File: config.mk
export PLATFORM = sky130hd
export DESIGN_NAME = unpack_arbiter_flat
export DESIGN_NICKNAME = d
export VERILOG_FILES = /design/src/rtl/unpack_arbiter_pkg.sv /design/src/rtl/unpack_arbiter_if.sv /design/src/rtl/unpack_arbiter_rr.sv /design/src/rtl/unpack_arbiter.sv /design/src/flat_wrapper.sv
export SDC_FILE = /design/constraint.sdc
export NUM_CORES = 1
export LEC_CHECK = 0
export ABC_AREA = 1
export BUFFER_PORTS_ARGS = -buffer_cell sky130_fd_sc_hd__buf_2
export CAP_MARGIN = 5
export CORE_AREA = 2 2 88 90
export CTS_CLUSTER_DIAMETER = 100
export DETAILED_ROUTE_END_ITERATION = 12
export DIE_AREA = 0 0 90 92
export PLACE_DENSITY = 0.64
export SYNTH_ARGS = -nofsm -noshare
export SYNTH_HDL_FRONTEND = slang
export SYNTH_HIERARCHICAL = 1
export SYNTH_SLANG_ARGS = --single-unit
File: constraint.sdc
create_clock -name clk -period 3.2 [get_ports clk]
set_clock_uncertainty 0.2 [all_clocks]
set_input_delay 0.32 -clock clk [delete_from_list [all_inputs] [get_ports clk]]
set_output_delay 0.32 -clock clk [all_outputs]
set_load 0.01 [all_outputs]
File: src/rtl/unpack_arbiter_pkg.sv
// Shared definitions for the unpack arbiter: width helper and state encoding.
package unpack_pkg;

  typedef enum logic {
    IDLE = 1'b0,
    BUSY = 1'b1
  } state_t;

  // Index width for n items, never below one bit (IDXW, SRCW).
  function automatic int clog2_min1(input int n);
    return (n <= 1) ? 1 : $clog2(n);
  endfunction

endpackage

File: src/rtl/unpack_arbiter_if.sv
// Requester and word-output channels of the unpack arbiter.
//   req_stb/req_dat/req_rdy : per-requester packed vector channel
//   out_stb/out_dat/out_src/out_lst/out_rdy : serialized word channel
// master = arbiter side, slave = requesters plus consumer.
interface unpack_arbiter_if
  import unpack_pkg::*;
#(
  parameter int ARGW = 8,
  parameter int ARGD = 2,
  parameter int NREQ = 4
);
  localparam int SRCW = clog2_min1(NREQ);

  logic [NREQ-1:0]           req_stb;
  logic [NREQ*ARGD*ARGW-1:0] req_dat;
  logic [NREQ-1:0]           req_rdy;
  logic                      out_stb;
  logic [ARGW-1:0]           out_dat;
  logic [SRCW-1:0]           out_src;
  logic                      out_lst;
  logic                      out_rdy;

  modport master (
    input  req_stb, req_dat, out_rdy,
    output req_rdy, out_stb, out_dat, out_src, out_lst
  );

  modport slave (
    output req_stb, req_dat, out_rdy,
    input  req_rdy, out_stb, out_dat, out_src, out_lst
  );
endinterface

File: src/rtl/unpack_arbiter_rr.sv
// Combinational round-robin picker: first asserted req at or after ptr,
// wrapping around.
//   req     : request vector
//   ptr     : highest-priority index (always < NREQ)
//   gnt     : one-hot grant, zero when nothing requests
//   gnt_idx : binary index of the grant
//   any     : some request present
module rr_arbiter
  import unpack_pkg::*;
#(
  parameter  int NREQ = 4,
  localparam int SRCW = clog2_min1(NREQ)
) (
  input  logic [NREQ-1:0] req,
  input  logic [SRCW-1:0] ptr,
  output logic [NREQ-1:0] gnt,
  output logic [SRCW-1:0] gnt_idx,
  output logic            any
);

  int              pos;
  logic [NREQ-1:0] req_sh;

  always_comb begin
    gnt     = '0;
    gnt_idx = '0;
    any     = 1'b0;
    pos     = 0;
    req_sh  = '0;
    for (int k = 0; k < NREQ; k++) begin
      pos = int'(ptr) + k;
      if (pos >= NREQ) pos = pos - NREQ;
      req_sh = req >> pos;
      if (!any && req_sh[0]) begin
        any     = 1'b1;
        gnt     = NREQ'(1) << pos;
        gnt_idx = SRCW'(pos);
      end
    end
  end

endmodule

File: src/rtl/unpack_arbiter.sv
// Round-robin arbiter that takes one packed ARGD*ARGW vector from one of
// NREQ requesters and emits it as ARGD words, LSB word first, each tagged
// with source index and last flag.
//   clk, rst_n : clock, asynchronous active-low reset
//   bus        : requester and word channels (master side)
//
// state | meaning
// IDLE  | no vector held, out_stb low, any request may be taken
// BUSY  | vector held, out_stb high, word idx on out_dat
module unpack_arbiter
  import unpack_pkg::*;
#(
  parameter int ARGW = 8,
  parameter int ARGD = 2,
  parameter int NREQ = 4
) (
  input logic              clk,
  input logic              rst_n,
  unpack_arbiter_if.master bus
);

  localparam int VW   = ARGD * ARGW;
  localparam int IDXW = clog2_min1(ARGD);
  localparam int SRCW = clog2_min1(NREQ);

  state_t                      state;
  logic [ARGD-1:0][ARGW-1:0]   hold;
  logic [IDXW-1:0]             idx;
  logic [IDXW-1:0]             idx_nxt;
  logic [SRCW-1:0]             ptr;
  logic [NREQ-1:0][VW-1:0]     req_vec;
  logic [NREQ-1:0]             gnt;
  logic [SRCW-1:0]             gnt_idx;
  logic                        any;
  logic                        acc;
  logic                        take;

  assign req_vec = bus.req_dat;
  assign idx_nxt = idx + IDXW'(1);

  // A new vector may enter when idle or in the very cycle the last word
  // leaves, which keeps back-to-back vectors bubble-free.
  assign acc  = (state == IDLE) || (bus.out_lst && bus.out_rdy);
  assign take = acc && any;

  rr_arbiter #(.NREQ(NREQ)) u_rr (
    .req     (bus.req_stb),
    .ptr     (ptr),
    .gnt     (gnt),
    .gnt_idx (gnt_idx),
    .any     (any)
  );

  // Gated by rst_n so no requester sees an accept while reset is held.
  assign bus.req_rdy = (acc && rst_n) ? gnt : '0;

  always_ff @(posedge clk or negedge rst_n) begin
    if (!rst_n) begin
      state       <= IDLE;
      hold        <= '0;
      idx         <= '0;
      ptr         <= '0;
      bus.out_stb <= 1'b0;
      bus.out_dat <= '0;
      bus.out_src <= '0;
      bus.out_lst <= 1'b0;
    end else if (take) begin
      hold        <= req_vec[gnt_idx];
      bus.out_dat <= req_vec[gnt_idx][ARGW-1:0];
      bus.out_src <= gnt_idx;
      bus.out_lst <= (ARGD == 1);
      bus.out_stb <= 1'b1;
      idx         <= '0;
      ptr         <= (gnt_idx == SRCW'(NREQ - 1)) ? '0 : gnt_idx + SRCW'(1);
      state       <= BUSY;
    end else if (state == BUSY && bus.out_rdy) begin
      if (bus.out_lst) begin
        bus.out_stb <= 1'b0;
        state       <= IDLE;
      end else begin
        idx         <= idx_nxt;
        bus.out_dat <= hold[idx_nxt];
        bus.out_lst <= (idx_nxt == IDXW'(ARGD - 1));
      end
    end
  end

endmodule

File: src/flat_wrapper.sv
// flat-port wrapper written by rule: the top's interface ports become plain ports
module unpack_arbiter_flat import unpack_pkg::*;
#(
  parameter int ARGW = 8,
  parameter int ARGD = 2,
  parameter int NREQ = 4
)
  (clk, rst_n, bus_req_stb, bus_req_dat, bus_out_rdy, bus_req_rdy, bus_out_stb, bus_out_dat, bus_out_src, bus_out_lst);
  unpack_arbiter_if #(.ARGW(ARGW), .ARGD(ARGD), .NREQ(NREQ)) bus_i ();
  input logic clk;
  input logic rst_n;
  input wire logic [$bits(bus_i.req_stb)-1:0] bus_req_stb;
  input wire logic [$bits(bus_i.req_dat)-1:0] bus_req_dat;
  input wire logic [$bits(bus_i.out_rdy)-1:0] bus_out_rdy;
  output wire logic [$bits(bus_i.req_rdy)-1:0] bus_req_rdy;
  output wire logic [$bits(bus_i.out_stb)-1:0] bus_out_stb;
  output wire logic [$bits(bus_i.out_dat)-1:0] bus_out_dat;
  output wire logic [$bits(bus_i.out_src)-1:0] bus_out_src;
  output wire logic [$bits(bus_i.out_lst)-1:0] bus_out_lst;
  assign bus_i.req_stb = bus_req_stb;
  assign bus_i.req_dat = bus_req_dat;
  assign bus_i.out_rdy = bus_out_rdy;
  assign bus_req_rdy = bus_i.req_rdy;
  assign bus_out_stb = bus_i.out_stb;
  assign bus_out_dat = bus_i.out_dat;
  assign bus_out_src = bus_i.out_src;
  assign bus_out_lst = bus_i.out_lst;
  unpack_arbiter #(.ARGW(ARGW), .ARGD(ARGD), .NREQ(NREQ)) u_core (.clk(clk), .rst_n(rst_n), .bus(bus_i));
endmodule
### Yosys cells after proc, flatten, opt, wreduce, memory -nomap -nowiden

Cells that the tools add are included.

* word-level logic and storage cells: 83
* bits in registers: 31
* output and inout bits: 16
* input bits: 71

* eq/ne operators: 2
* bitwise gates (word level): 1
* mux-type cells: 34
* add/subtract/negate cells: 9
* $lt $le $gt $ge: 6
* shifts and indexed selects: 8
* reductions and logical operators: 15

Operators by type and width (count)
* $mux W32: 4
* $shl A1 B32 Y4 const A: 4
* $shr A4 B32 Y1: 4
* $mux W8: 5
* $bmux W16 S2: 1
* $mux W4: 5
* $mux W16: 1
* $mux W1: 13
* $sub A3 B3 Y4 const B: 3
* $mux W2: 5
* $ge A3 B3 Y1 const B: 3
* $logic_and A1 B1 Y1: 7
* $add A2 B2 Y3 const B: 2
* $reduce_and A2 Y1: 2
* $reduce_bool A2 Y1: 2
* $sub A2 B3 Y4 const B: 1
* $add A2 B1 Y3 const B: 1
* $ge A2 B3 Y1 const B: 1
* $logic_not A1 Y1: 3
* $lt A2 B3 Y1 const B: 1
* $add A2 B1 Y2 const B: 1
* $eq A2 B2 Y1 const B: 1
* $lt A1 B2 Y1 const B: 1
* $ne A2 B2 Y1 const B: 1
* other kinds (3): 3

### Longest topological paths before layout

* depth after elaboration: 16
* mapped depth: 16
* gate-level depth less buffers: 15

### Cells and area by module

The synthesis kept the hierarchy.

Modules (own cells, without submodules)
* unpack_arbiter: cells each 319, times used 1, seq. area each 775.7 um2, area an instance 2030.7 um2
* rr_arbiter: cells each 79, times used 1, seq. area each 0.0 um2, area an instance 467.9 um2

### Worst setup path after synthesis

Ideal clock, no wire load.

* kind: register to register
* start: reg u_core.ptr[0]
* end: reg u_core/hold[10] (netlist name)
* library setup time: 0.116 ns
* arrival: 2.318 ns
* data required time: 2.884 ns
* path buffers: 2
* clock period less this slack: 2.635 ns
* slack: 0.565 ns
* cell stages (with the launch flop): 16
* path through: dfrtp_1 -> inv_2 -> ha_1 -> inv_1 -> nand3_1 -> nand2_1 -> nor2_2 -> nor2_1 -> a21oi_1 -> buf_6 -> inv_4 -> clkbuf_2 -> o21ai_0 -> o21ai_0 -> nand2_1 -> nand2_1

* word-level cells in the longest chain between the ends: 15
* elaborated cells between the ends (all ways): 36
* those cells by class: add/sub (7); order compare (4); shift (4); mux (14); reduce/logical (7)

Ends and longest elaborated chain
* from (decl): line unpack_arbiter.sv:30 `logic [SRCW-1:0] ptr;`
* from (signal assigned): line unpack_arbiter.sv:74 `ptr <= (gnt_idx == SRCW'(NREQ - 1)) ? '0 : gnt_idx + SRCW'(1);`
* branches (longest 12 deep; another with $sub A3 B3 Y4)
* $mux W2 (*): line unpack_arbiter_rr.sv:34 `if (!any && req_sh[0]) begin`
* net u_core.gnt_idx[0]: line unpack_arbiter.sv:33 `logic [SRCW-1:0] gnt_idx;`
* $bmux W16 S2 (*): line unpack_arbiter.sv:68 `hold <= req_vec[gnt_idx];`
* $mux W16 (implied by the code) (*): line unpack_arbiter.sv:68
* to (signal assigned): line unpack_arbiter.sv:68
* to (decl): line unpack_arbiter.sv:27 `logic [ARGD-1:0][ARGW-1:0] hold;`

Mark *: on every way through the listed nets, which the timed path passes. The select of a mux whose other input is x is not followed.
A chain may end at the register's enable or synchronous reset.

### Worst setup path after layout

* start: reg u_core.ptr[1]
* end: reg u_core/hold[8] (netlist name)

Same word-level chain as after synthesis.

==> results.yml <==
cts:
  clkLatencyLatePin_ns: 0.28
  cts_made_buffers: 5
  clkTransAtPathRegs_ns: 0.06
  numClockSinks: 31
  root_buffer: "clkbuf_8"
  clock_path_buffers: 2
  postCtsSetupRepairBufs: 0
  htree_num_levels: 2
  clock_tree_from_tritoncts: "done"
drt:
  drt.antenna.violating_nets: 0
  drt-initial-drc-count: 119
  route.vias.total: 2642
  first_pass_iteration_count_of_the_detailed_router: 4
  avgRoutedWirePerCell_um: 11.39
  route.detailed.vias_per_inst: 4.524
  postRouteWirelength_um: 6649
  residual_drc_count: 0
floorplan:
  design.core.area_um2: 7447
  floorplan.initialDensity_pct: 33.55
  i_o_pin_total: 87
  die_height_um: 92
  row_count: 32
  dieArea_um2: 8280
  floorplan.die.width_um: 90
critical_path:
  timing.critical_path.fanout_max: 38
  critPathCaptureType: "flop"
  worstPathArrival_ns: 2.80
  worstPathRequired_ns: 3.17
  worst_setup_path_start_kind: "flop"
  worst-setup-path-type: "flop to flop"
power_and_ir_drop:
  switching_power_share_of_the_total_pct: 54.90
  cellPowerDensity_nw_per_um2: 1268
  p_comb_share_pct: 72.5
  cellLeakagePower_nw: 1.796
  clockPowerShare_pct: 8.6
  total_switching_power_w: 0.002164
  pwr-share-seq_pct: 19.0
  irDropWorstVdd_uv: 637.8
  internal_power_w: 0.001777
final_layout:
  layout_common_cells: "149 x nand2_1, 86 x buf_2, 49 x inv_1"
  nFillCells: 836
  drive_above_1_share_pct: 24.48
  most_common_cell_after_layout_fill_and_taps_aside: "nand2_1"
  area_growth_pct: 24.39
  antenna-diode-count: 0
  final_net_count: 561
  multi_input_area_um2: 1395
  final-seq-area_um2: 777.0
synth:
  ys_seq_area_share_pct: 31.05
  cell_count_after_synthesis: 398
  synth_area_leader_cell: "dfrtp_1"
  ys_ff_latch: 31
  synth.net_count: 478
  syn_area_um2: 2499
  ys_top_cells_by_area: "dfrtp_1 31%, nand2_1 22%, inv_1 7.5%"
  number_of_synthesized_flops_with_an_enable_pin: 0
  netlist-cell-type-count: 26
  synth_top_cell_area_share_pct: 31.05
  ys_dominant_reg_cell: "dfrtp_1"
  yosysWarnings: 6
  synth.avg_cell_area_um2: 6.278
  ys_async_sr_fraction_pct: 100.0
grt:
  pin_count_of_the_biggest_net_entering_global_routing: 39
  via_count_of_the_first_global_routing_pass: 2452
  groute.usage.overall_pct: 15.83
  grt_first_pass_wirelength_um: 10970
  antenna_violations_before_repair: 0
  congestion_overflow_gr: 0
placement:
  gp_congestion: 0.8408
  hpwl_um: 4982
  pre_cts_ws_ns: 0.2429
  place.port_buffers: 86
timing:
  clock.fmax_mhz: 353.6
  timing.final.crit_period_ns: 2.828
  hold_violations: 0
  tightest_slew_margin_relative_to_the_limit_pct: 73.00
  setup-tns-final_ns: 0
  drv_slew: 0
  timing.final.setup_violations: 0
  worst_slew_pin_slew_ns: 0.4038
  timing.final.crit_share_pct: 88.38
  grt_setup_unrepaired: "no"
  final_critical_path_setup_slack_ns: 0.3717
hold_path:
  hold_path.class: "primary input to flop"
status:
  outcome: "finished, final reports clean"
run:
  timing.max_cap.violations: 0
[logic make-up after synthesis]
group                    count (synthesis)  synth area share, %
flip-flops                              31                31.05
AND/OR/NAND/NOR                        233                39.46
AO/OA/AOI/OAI                           55                11.52
buffers and inverters                   70                13.47
adder cells (fa/ha/maj)                  9                4.507
[power by group through the flow]
| stage | registers (W) | clock network [W] | logic, W |
|---|---|---|---|
| after detailed placement | 0.000755 | 0 | 0.00277 |
| after global placement | 0.000752 | 0 | 0.00273 |
| after CTS | 0.000749 | 0.000343 | 0.00279 |
| after global routing | 0.000775 | 0.000359 | 0.00326 |
| after floorplan | 0.000759 | 0 | 0.00225 |
| final | 0.000748 | 0.000337 | 0.00286 |
[state kept, by name, indices dropped and copies added (netlist names)]
| signal | count |
|---|---|
| u_core/bus.out_dat | 8 |
| u_core/bus.out_lst | 1 |
| u_core/state | 1 |
| u_core/idx | 1 |
| u_core/ptr | 2 |
| u_core/bus.out_src | 2 |
| u_core/hold | 16 |
[cell usage after synthesis, types with 4 or more instances]
cell type / n
nand2_1: 149
inv_1: 50
nor2_1: 36
o21ai_0: 34
dfrtp_1: 31
nand3_1: 30
a21oi_1: 15
ha_1: 9
buf_6: 6
nand4_1: 5
a21boi_0: 4
buf_2: 4
buf_4: 4
nand2_2: 4
[critical path: stages, from the launching register on]
cell     delay, ns
dfrtp_2       0.45
inv_1         0.14
ha_1          0.38
inv_1         0.09
nand3_1       0.08
nand2_1       0.09
nor2_2        0.21
nor2_1        0.08
a21oi_2       0.19
buf_12        0.21
inv_4         0.13
o21ai_0       0.20
o21ai_0       0.13
nand2_1       0.09
nand2_1       0.05
[repair_timing]
item                                   4_1_cts  5_1_grt
endpoints found under the hold margin       31        0
setup endpoints to repair                    0       12
gates resized for setup                      0        5
hold buffers                                 1        0
[per-stage QoR]
stage                     instance area [um2]  util [%]  power, W  hold slack (ns)  std cells
after floorplan                          2499         -  0.003010          -0.1756        398
after global placement                   2973     39.92  0.003481           0.2141        573
after detailed placement                 2973     39.92  0.003520           0.2268        573
after CTS                                3083     41.40  0.003878           0.1671        582
after global routing                     3108     41.73  0.004394           0.1867        584
final                                    3108     41.73  0.003941           0.1781        584
[metal layers]
metal	up-vias	part of all wire (%)	track usage (%)	routed length (um)
met5	-	0	0	0
met4	0	0.57	4.231	38
met3	4	4.5	2.629	297
met2	77	45	25.38	2959
met1	1150	50	22.17	3354
li1	1411	-	-	-
[final cells by class]
class,instances,area share (%)
Sequential cell,31,25.00
Timing Repair inverter,2,0.4831
Tap cell,102,4.106
Clock buffer,8,3.221
Timing Repair Buffer,91,15.54
Multi-Input combinational cell,297,44.89
Inverter,53,6.763
[worst paths after layout]
check / from / to / slack (ns) / depth (start not counted)
min reg2reg: u_core/hold[4]$_DFFE_PN0P_ / u_core/hold[4]$_DFFE_PN0P_ / 0.28 / 2
max reg2reg: u_core/ptr[1]$_DFFE_PN0P_ / u_core/hold[8]$_DFFE_PN0P_ / 0.37 / 14
min: bus_out_rdy / u_core/bus.out_lst$_DFFE_PN0P_ / 0.18 / 5
min in group asynchronous: rst_n / u_core/bus.out_dat[1]$_DFFE_PN0P_ / 0.43 / 3
max in group asynchronous: rst_n / u_core/ptr[1]$_DFFE_PN0P_ / 2.06 / 3
max: u_core/ptr[1]$_DFFE_PN0P_ / u_core/hold[8]$_DFFE_PN0P_ / 0.37 / 14
(Power assumes the default switching activity.)
